**src/rtl/usr_seq_ctrl.sv**
```systemverilog
// Command sequencer for a universal shift register: load, shift, and (optionally) rotate
// with bit capture. Define USR_SEQ_ROT_EN to enable the rotate ops (011/100).
module usr_seq_ctrl #(
  parameter int WIDTH = 5,
  parameter int CNT_W = 3
) (
  input  logic             clk,
  input  logic             rst,
  input  logic             cmd_valid,
  output logic             cmd_ready,
  input  logic [2:0]       cmd_op,
  input  logic [CNT_W-1:0] cmd_cnt,
  input  logic [WIDTH-1:0] cmd_data,
  input  logic             cmd_fill,
  input  logic [WIDTH-1:0] usr_po,
  output logic [1:0]       usr_sel,
  output logic [WIDTH-1:0] usr_pi,
  output logic             usr_si,
  output logic             done,
  output logic             err,
  output logic [WIDTH-1:0] shifted_out
);

  localparam logic [1:0] S_IDLE  = 2'd0;
  localparam logic [1:0] S_LOAD  = 2'd1;
  localparam logic [1:0] S_SHIFT = 2'd2;
  localparam logic [1:0] S_DONE  = 2'd3;

  localparam logic [2:0] OP_LOAD = 3'b000;
  localparam logic [2:0] OP_SHL  = 3'b001;
  localparam logic [2:0] OP_SHR  = 3'b010;
  localparam logic [2:0] OP_ROL  = 3'b011;
  localparam logic [2:0] OP_ROR  = 3'b100;

  logic [1:0]       r_state;
  logic             r_ready;
  logic [2:0]       r_op;
  logic [CNT_W-1:0] r_cnt;
  logic [WIDTH-1:0] r_data;
  logic             r_fill;
  logic             r_err;
  logic [WIDTH-1:0] r_so;

  logic [1:0]       w_next;
  logic             w_accept;
  logic             w_legal;
  logic [CNT_W-1:0] w_cnt_sat;
  logic             w_left;
  logic             w_exit;
  logic             w_si;

  function automatic logic [CNT_W-1:0] sat_cnt(input logic [CNT_W-1:0] c);
    if (int'(c) > WIDTH) return CNT_W'(WIDTH);
    else return c;
  endfunction

  function automatic logic op_legal(input logic [2:0] op);
    case (op)
      OP_LOAD, OP_SHL, OP_SHR: return 1'b1;
`ifdef USR_SEQ_ROT_EN
      OP_ROL, OP_ROR:          return 1'b1;
`endif
      default:                 return 1'b0;
    endcase
  endfunction

  assign w_accept  = cmd_valid && r_ready;
  assign w_legal   = op_legal(cmd_op);
  assign w_cnt_sat = sat_cnt(cmd_cnt);

`ifdef USR_SEQ_ROT_EN
  assign w_left = (r_op == OP_SHL) || (r_op == OP_ROL);
`else
  assign w_left = (r_op == OP_SHL);
`endif
  assign w_exit = w_left ? usr_po[WIDTH-1] : usr_po[0];

  // Rotate feeds the exiting bit straight back in; shifts use the latched fill bit.
  always_comb begin
    w_si = 1'b0;
    if (r_state == S_SHIFT) begin
`ifdef USR_SEQ_ROT_EN
      case (r_op)
        OP_ROL:  w_si = usr_po[WIDTH-1];
        OP_ROR:  w_si = usr_po[0];
        default: w_si = r_fill;
      endcase
`else
      w_si = r_fill;
`endif
    end
  end

  always_comb begin
    w_next = r_state;
    case (r_state)
      S_IDLE: begin
        if (w_accept) begin
          if (!w_legal)                w_next = S_DONE;
          else if (cmd_op == OP_LOAD)  w_next = S_LOAD;
          else if (w_cnt_sat == '0)    w_next = S_DONE;
          else                         w_next = S_SHIFT;
        end
      end
      S_LOAD:  w_next = S_DONE;
      S_SHIFT: w_next = (r_cnt == CNT_W'(1)) ? S_DONE : S_SHIFT;
      default: w_next = S_IDLE;
    endcase
  end

  always_ff @(posedge clk) begin
    if (rst) begin
      r_state <= S_IDLE;
      r_ready <= 1'b0;
      r_op    <= '0;
      r_cnt   <= '0;
      r_data  <= '0;
      r_fill  <= 1'b0;
      r_err   <= 1'b0;
      r_so    <= '0;
    end else begin
      r_state <= w_next;
      r_ready <= (w_next == S_IDLE);
      if (w_accept) begin
        r_op   <= cmd_op;
        r_cnt  <= w_cnt_sat;
        r_data <= cmd_data;
        r_fill <= cmd_fill;
        r_err  <= !w_legal;
        r_so   <= '0;
      end else if (r_state == S_SHIFT) begin
        r_cnt <= r_cnt - CNT_W'(1);
        r_so  <= {r_so[WIDTH-2:0], w_exit};
      end
    end
  end

  always_comb begin
    usr_sel = 2'b00;
    case (r_state)
      S_LOAD:  usr_sel = 2'b11;
      S_SHIFT: usr_sel = w_left ? 2'b01 : 2'b10;
      default: usr_sel = 2'b00;
    endcase
  end

  assign cmd_ready   = r_ready;
  assign usr_pi      = r_data;
  assign usr_si      = w_si;
  assign done        = (r_state == S_DONE);
  assign err         = (r_state == S_DONE) && r_err;
  assign shifted_out = r_so;

endmodule
```
**config.mk**
```make
export PLATFORM = sky130hd
export DESIGN_NAME = usr_seq_ctrl
export DESIGN_NICKNAME = d
export VERILOG_FILES = /design/src/rtl/usr_seq_ctrl.sv
export SDC_FILE = /design/constraint.sdc
export NUM_CORES = 1
export LEC_CHECK = 0
export CELL_PAD_IN_SITES_DETAIL_PLACEMENT = 1
export CELL_PAD_IN_SITES_GLOBAL_PLACEMENT = 2
export CORE_MARGIN = 2
export CORE_UTILIZATION = 26
export DETAILED_ROUTE_END_ITERATION = 12
export HOLD_SLACK_MARGIN = 0.12
export PLACE_DENSITY = 0.8
export SLEW_MARGIN = 20
export SYNTH_ARGS = -nofsm -noshare
export SYNTH_HDL_FRONTEND = slang
export SYNTH_SLANG_ARGS = --single-unit
export TNS_END_PERCENT = 10
```
**constraint.sdc**
```tcl
create_clock -name clk -period 2.5 [get_ports clk]
set_input_delay 0.375 -clock clk [delete_from_list [all_inputs] [get_ports clk]]
set_output_delay 0.375 -clock clk [all_outputs]
set_load 0.02 [all_outputs]
```
==> results of run 1 <==
## kinds of logic (layout without fill, tap and decap cells)
logic type | count (synthesis) | in the layout
multiplexers | 5 | 5
flip-flops | 21 | 21
AO/OA/AOI/OAI | 23 | 23
XOR/XNOR | 3 | 3
buffers and inverters | 10 | 44
adder cells (fa/ha/maj) | 6 | 6
AND/OR/NAND/NOR | 46 | 46
## sequential cells by signal, indices dropped and copies added, names as in the netlist
name,count
cmd_ready,1
r_cnt,3
r_err,1
r_fill,1
r_op,3
r_state,2
shifted_out,5
usr_pi,5
## worst min-delay path by stage
stage	startpoint	endpoint	cells after the start	slack, ns
6_report	r_fill$_SDFFE_PP0P_	r_fill$_SDFFE_PP0P_	2	0.45
5_1_grt	r_fill$_SDFFE_PP0P_	r_fill$_SDFFE_PP0P_	2	0.47
4_1_cts	r_fill$_SDFFE_PP0P_	r_fill$_SDFFE_PP0P_	2	0.45
3_5_place_dp	r_fill$_SDFFE_PP0P_	r_fill$_SDFFE_PP0P_	2	0.44
3_3_place_gp	r_op[0]$_SDFFE_PP0P_	r_op[0]$_SDFFE_PP0P_	2	0.44
2_1_floorplan	r_fill$_SDFFE_PP0P_	r_fill$_SDFFE_PP0P_	2	0.43
## worst reg2reg max path: stages, from the launching register on
cell	delay (ns)
dfxtp_1	0.39
inv_1	0.08
ha_1	0.35
or4_4	0.45
nor2_4	0.11
nor3_2	0.05
nor3b_2	0.14
## report_power, final
part	internal, W	switching [W]	total, W
clock	0.000111	0.000110	0.000220
sequential	0.000402	0.0000487	0.000451
combinational	0.000265	0.000281	0.000545
total	0.000778	0.000439	0.00122
## routing by layer
metal	wire, µm	global-route usage	vias up	share of wire
li1	-	-	454	-
met1	1120	0.148	418	0.45
met2	1280	0.227	16	0.51
met3	87	0.0239	2	0.035
met4	13	0.0383	0	0.0052
met5	0	0	-	0
## stage by stage
step           instance area (µm²)  hold slack (ns)  worst slack (ns)
2_1_floorplan                  997            0.430             0.900
3_3_place_gp                  1380            0.445             0.552
3_5_place_dp                  1380            0.444             0.472
4_1_cts                       1420            0.455             0.248
5_1_grt                       1420            0.470             0.135
6_report                      1420            0.454             0.287
## cell usage after synthesis, drive strengths merged
| library cell | count |
|---|---|
| a211oi | 5 |
| a21o | 1 |
| a21oi | 12 |
| a31oi | 1 |
| and2 | 3 |
| buf | 2 |
| clkbuf | 3 |
| dfxtp | 21 |
| ha | 6 |
| inv | 5 |
| mux2i | 5 |
| nand2 | 21 |
| nand2b | 1 |
| nand3b | 1 |
| nor2 | 9 |
| nor2b | 3 |
| nor3 | 3 |
| nor3b | 2 |
| nor4 | 2 |
| o211ai | 1 |
| o21a | 1 |
| o21ai | 1 |
| o22a | 1 |
| or4 | 1 |
| xnor2 | 3 |
## cell type report
type / count / area [µm²] / area share
inverters: 5 / 18.8 / 0.0132
well taps: 48 / 60.1 / 0.0422
multi-input cells: 83 / 534 / 0.376
clock inverters: 1 / 5.00 / 0.00352
flip-flops and latches: 21 / 420 / 0.296
repair buffers: 35 / 343 / 0.241
clock buffers: 3 / 41.3 / 0.0290
==> metrics.txt, run 1 <==
status complete, no violations; Final Total Pwr 0.00122 W; Clk pin slew, worst setup/hold paths 0.08 ns; post-synthesis average cell area 8.75 µm²; Slew Limit Fails 0; CP Max Fanout 12; TritonCTS Buffers 3; GP Congestion 0.671; worst relative slew slack 0.735; io pins 36; Synth Instances 114; RSZ-0062 raised after global routing no; first-pass GRT wire length 4230 µm; CTS tree built; Area Growth Syn to Fin 42.7%; Pwr Density 855 nW/µm²; crit-path leading delay family buffers and inverters; area leader, netlist dfxtp_1; Setup crit end usr_si; most frequent cells in the layout 32 x clkdlybuf4s50_1, 21 x dfxtp_1, 20 x nand2_1; Routed WL per cell 12.8 µm; adder-cell share of the synthesized area 0.0753; initial antenna violation count 0; vias in the first global route 938; Critical Path Source r_state[0]$_SDFF_PP0_; post-layout util 0.389; Final #Nets 175; number of vias per cell 4.54; share of layout cells above drive strength 1 0.0878; Post-CTS Resized 0; Post-CTS Repair Setup Buffers 0; Compound-Gate Fraction of Synth Area 0.141; placed cells 192; n_diodes 0; post-route ant nets 0; Post-Layout Cell Count 196; first-pass detailed-route iteration total 3; die footprint 4350 µm²; reg2reg end cmd_ready$_SDFF_PP0_; latest clock arrival within the worst-skew pair 0.26 ns; Hold Crit Class flop to flop; most common cell after layout, fill and taps aside clkdlybuf4s50_1; mux cell area share after synthesis 0.0502; Post-route DRC 0; max cap viols 0; CP max-delay cell clkdlybuf4s50_1; register area share after synthesis 0.422; CP Cell Sequence inv_1 -> ha_1 -> buf_4 -> and2_1 -> clkdlybuf4s50_1; crit end category output pin; core area 3660 µm²; simple logic cell fraction of the synthesized area 0.243; Crit path depth 5; port buffer count 32; slowest stage delay, CP 0.53 ns; Critical Path Source Type flop; total negative slack 0 ns; die width 65.9 µm; LEAKAGE 0.506 nW; main combinational cell family by area after synthesis simple AND/OR/NAND/NOR gates; pin count of the biggest net entering global routing 19; Synth Area in XOR/XNOR 0.0263; Critical Path AT 1.84 ns; row count 22; Synth Net Count 140; Max VDD drop 267 µV; Final Hold Fails 0; Worst Path Required 2.12 ns; fillcell total 434; Bufs and invs on worst path 3; min Tclk post-route 2.21 ns; Syn. warnings 0; R2R depth 6; Netlist cell types 29; hold_buf cts 0; Slew @ Worst Pin 0.396 ns; Initial Utilization 0.272; DRT iter0 DRCs 12; max frequency 452 MHz; reg-to-reg setup timing slack 0.87 ns; post-synthesis register bit count 21; final cycle utilization of the critical path 0.885; vias after detailed routing 890; # setup viols final 0; clock root buffer clkbuf_8; post-DP HPWL 1910 µm; Tot GR Track Use 0.125; grt total ovfl 0; H-tree lvl count 1; clock skew 0.00263 ns; R2R Path Start r_state[0]$_SDFF_PP0_; clk sinks 21; die height 65.9 µm; CTS Buffer Depth 2; Yosys top cell area share 0.422; top cells by area, synth dfxtp_1 42%, ha_1 7.5%, nand2_1 7.5%, a21oi_1 6.0%, mux2i_1 5.0%; final WL 2510 µm; Crit Path Class flop to output pin; Netlist Area Pre-Place 997 µm²
(Power assumes the default switching activity.)
==> inputs of run 2 (changes only) <==
CORE_UTILIZATION = 36   (was 26)
DONT_BUFFER_PORTS = 1   (was unset)
PLACE_DENSITY = 0.78   (was 0.8)
==> metrics.txt, run 2 (same netlist as run 1, synthesis figures left out) <==
status complete, no violations; Final #Nets 142; die footprint 3210 µm²; Crit Path Class flop to output pin; Area Growth Syn to Fin 6.02%; final WL 2200 µm; Clk pin slew, worst setup/hold paths 0.12 ns; Final Total Pwr 0.00106 W; initial antenna violation count 0; core area 2690 µm²; clock skew 0.00559 ns; number of vias per cell 5.40; RSZ-0062 raised after global routing no; CTS tree built; GP Congestion 0.746; io pins 36; final cycle utilization of the critical path 0.773; share of layout cells above drive strength 1 0.0957; Worst Path Required 2.12 ns; Tot GR Track Use 0.152; row count 19; H-tree lvl count 1; post-layout util 0.394; Max VDD drop 475 µV; vias after detailed routing 789; die width 56.6 µm; Post-CTS Repair Setup Buffers 0; first-pass GRT wire length 3820 µm; Critical Path AT 1.56 ns; Initial Utilization 0.371; reg2reg end cmd_ready$_SDFF_PP0_; pin count of the biggest net entering global routing 19; vias in the first global route 823; worst relative slew slack 0.613; CTS Buffer Depth 2; Setup crit end usr_sel[1]; fillcell total 326; port buffer count 0; grt total ovfl 0; Final Hold Fails 0; max cap viols 0; Post-Layout Cell Count 146; CP Max Fanout 14; total negative slack 0 ns; WHS 0.141 ns; Slew @ Worst Pin 0.579 ns; # setup viols final 0; R2R depth 6; Critical Path Source r_state[0]$_SDFF_PP0_; LEAKAGE 0.375 nW; crit end category output pin; clock root buffer clkbuf_4; first-pass detailed-route iteration total 2; placed cells 141; latest clock arrival within the worst-skew pair 0.30 ns; max frequency 518 MHz; DRT iter0 DRCs 8; Routed WL per cell 15.1 µm; CP max-delay cell dfxtp_1; most common cell after layout, fill and taps aside dfxtp_1; slowest stage delay, CP 0.40 ns; reg-to-reg setup timing slack 0.86 ns; TritonCTS Buffers 3; post-DP HPWL 1620 µm; min Tclk post-route 1.93 ns; Critical Path Source Type flop; post-route ant nets 0; R2R Path Start r_state[0]$_SDFF_PP0_; Hold Crit Class primary input to flop; most frequent cells in the layout 21 x dfxtp_1, 20 x nand2_1, 12 x a21oi_1; Slew Limit Fails 0; Post-route DRC 0; CP Cell Sequence inv_1 -> ha_1 -> buf_4 -> nor2b_1 -> o21a_1; n_diodes 0; Pwr Density 1000 nW/µm²; clk sinks 21; die height 56.6 µm
-- run 2: changes by cell type in the layout (fill, tap and decap cells not counted) --
| cell | delta |
|---|---|
| clkbuf_8 | -3 |
| buf_4 | -2 |
| clkdlybuf4s50_1 | -32 |
| dlygate4sd3_1 | +1 |
| clkbuf_4 | +3 |
-- run 2: per-stage QoR --
stage	area (µm²)	setup slack [ns]
global placement	1020	0.899
CTS	1060	0.536
finish	1060	0.568
floorplan	997	0.900
detailed placement	1020	0.873
global route	1060	0.442
-- run 2: area by class of cell --
| class | count | area, µm² | share of cell area |
|---|---|---|---|
| Multi-Input combinational cell | 83 | 534 | 0.505 |
| Inverter | 5 | 18.8 | 0.0178 |
| Clock inverter | 1 | 5.00 | 0.00473 |
| Tap cell | 31 | 38.8 | 0.0367 |
| Clock buffer | 3 | 22.5 | 0.0213 |
| Sequential cell | 21 | 420 | 0.398 |
| Timing Repair Buffer | 2 | 17.5 | 0.0166 |
-- run 2: worst min path at each step --
stage	startpoint	to	cells after the start	slack [ns]
floorplan	r_fill$_SDFFE_PP0P_	r_fill$_SDFFE_PP0P_	2	0.43
global placement	r_fill$_SDFFE_PP0P_	r_fill$_SDFFE_PP0P_	2	0.43
detailed placement	r_op[0]$_SDFFE_PP0P_	r_op[0]$_SDFFE_PP0P_	2	0.44
CTS	rst	r_err$_SDFFE_PP0P_	1	0.13
global route	rst	r_err$_SDFFE_PP0P_	1	0.12
finish	rst	r_err$_SDFFE_PP0P_	1	0.14
-- run 2: per-layer routing --
layer  track usage  part of all wire  wire (µm)  vias to the layer above
met2         0.269              0.52       1150                       15
met4        0.0510            0.0073         16                        0
met3        0.0369             0.051        112                        2
li1              -                 -          -                      390
met1         0.176              0.42        922                      382
met5             0                 0          0                        -
-- run 2: critical path, delay by kind of cell, from the launching register on --
| family | cells | cell delay (ns) |
|---|---|---|
| compound gates | 1 | 0.25 |
| fa+ha+maj | 1 | 0.19 |
| buf+inv | 2 | 0.27 |
| flops | 1 | 0.40 |
| simple gates | 1 | 0.14 |
-- run 2: where the power goes --
part | total [W] | internal [W] | switching [W]
Sequential | 0.000478 | 0.000402 | 0.0000757
Combinational | 0.000417 | 0.000185 | 0.000232
Clock | 0.000165 | 0.0000596 | 0.000106
-- run 2: timing repair --
item / 4_1_cts / 5_1_grt
hold buffers: 1 / 0
hold endpoints to repair: 15 / 0
gates resized for setup: 0 / 0
==> inputs of run 3 (changes only) <==
CORE_UTILIZATION = 34   (was 36)
PLACE_DENSITY = 0.74   (was 0.78)
clock period = 1.8 ns   (was 2.5 ns; I/O delays follow)
==> metrics.txt, run 3 (same netlist as run 1, synthesis figures left out) <==
status complete, no violations; share of layout cells above drive strength 1 0.133; first-pass detailed-route iteration total 4; sw frac 0.387; io pins 36; Pwr Density 1290 nW/µm²; n_diodes 0; R2R Path Start r_state[1]$_SDFF_PP0_; Final Total Pwr 0.00153 W; Clk network pwr share 0.151; H-tree lvl count 1; port buffer count 0; die footprint 3380 µm²; Tot GR Track Use 0.153; reg2reg end cmd_ready$_SDFF_PP0_; RSZ-0062 raised after global routing yes; Crit path depth 4; final cycle utilization of the critical path 0.956; Final #Nets 155; placed cells 144; die height 58.2 µm; Critical Path Source r_state[1]$_SDFF_PP0_; first-pass GRT wire length 3940 µm; Post-Layout Cell Count 159; Critical Path Source Type flop; Bufs and invs on worst path 2; Slew Limit Fails 0; CP Cell Sequence inv_1 -> ha_1 -> nor2b_1 -> buf_4; Slew @ Worst Pin 0.628 ns; Hold Crit Class primary input to flop; crit end category output pin; row count 19; latest clock arrival within the worst-skew pair 0.31 ns; post-DP HPWL 1700 µm; Pint 0.000940 W; combinational cell fraction of total power 0.414; WHS 0.139 ns; Worst Path Required 1.53 ns; crit-path leading delay family flip-flops; DRT iter0 DRCs 24; Max VDD drop 637 µV; Net Sw Power 0.000594 W; sequential power share 0.435; R2R depth 6; CTS Buffer Depth 2; max cap viols 0; worst relative slew slack 0.580; CTS tree built; slowest stage delay, CP 0.42 ns; reg-to-reg setup timing slack 0.14 ns; Crit Path Class flop to output pin; initial antenna violation count 0; TritonCTS Buffers 3; pin count of the biggest net entering global routing 18; LEAKAGE 0.431 nW; most frequent cells in the layout 20 x nand2_1, 20 x dfxtp_1, 12 x a21oi_1; Initial Utilization 0.359; final WL 2290 µm; Setup crit end usr_sel[0]; vias in the first global route 886; Routed WL per cell 14.4 µm; Setup WS pre-CTS 0.169 ns; total negative slack 0 ns; Post-CTS Repair Setup Buffers 0; CP Max Fanout 4; vias after detailed routing 823; GP Congestion 0.762; Critical Path AT 1.45 ns; die width 58.2 µm; clk sinks 21; # setup viols final 0; number of vias per cell 5.18; Final Hold Fails 0; Post-route DRC 0; Area Growth Syn to Fin 18.9%; grt total ovfl 0; min Tclk post-route 1.72 ns; clock root buffer clkbuf_4; CP max-delay cell dfxtp_1; max frequency 581 MHz; Clk pin slew, worst setup/hold paths 0.12 ns; post-route ant nets 0; core area 2780 µm²; setup ws final 0.0790 ns; clock skew 0.00498 ns
## run 3: changes by cell type in the layout (fill, tap and decap cells not counted), sizes merged
cell	before	now
buf	1	4
dlygate4sd3	1	11
## run 3: stage by stage
stage / instance area (µm²) / util
2_1_floorplan: 997 / -
3_3_place_gp: 1040 / 0.375
3_5_place_dp: 1040 / 0.375
4_1_cts: 1180 / 0.424
5_1_grt: 1190 / 0.426
6_report: 1190 / 0.426
## run 3: cell type report
cell class / count / area, µm²
tap: 31 / 38.8
inverter: 5 / 18.8
clock buffer: 3 / 22.5
clock inverter: 1 / 5.00
multi-input combinational: 83 / 539
sequential: 21 / 422
fill: 326 / 1600
timing repair buffer: 15 / 140
## run 3: repair_timing
item / CTS / global route
hold endpoints to repair: 16 / 0
endpoints found under the setup margin: 0 / 4
resized for setup: 0 / 3
hold buffers: 11 / 0
## run 3: worst min path at each step
stage	startpoint	end	slack, ns	depth (start not counted)
4_1_cts	cmd_cnt[2]	r_cnt[2]$_SDFFE_PP0P_	0.13	2
3_5_place_dp	rst	r_fill$_SDFFE_PP0P_	0.34	1
3_3_place_gp	rst	usr_pi[2]$_SDFFE_PP0P_	0.34	1
5_1_grt	cmd_cnt[2]	r_cnt[1]$_SDFFE_PP0P_	0.13	2
6_report	cmd_cnt[2]	r_cnt[2]$_SDFFE_PP0P_	0.14	2
2_1_floorplan	cmd_fill	r_fill$_SDFFE_PP0P_	0.40	2
## run 3: layer usage
| layer | routed length, µm | vias to the layer above | global-route usage |
|---|---|---|---|
| met1 | 965 | 388 | 0.168 |
| met2 | 1150 | 21 | 0.276 |
| met4 | 17 | 0 | 0.0399 |
| met5 | 0 | - | 0 |
| li1 | - | 412 | - |
| met3 | 158 | 2 | 0.0558 |
## run 3: power groups by stage
stage	combinational [W]	clock, W	sequential [W]
2_1_floorplan	0.000489	0	0.000657
3_3_place_gp	0.000585	0	0.000671
3_5_place_dp	0.000611	0	0.000678
4_1_cts	0.000643	0.000250	0.000666
5_1_grt	0.000717	0.000264	0.000686
6_report	0.000635	0.000232	0.000668
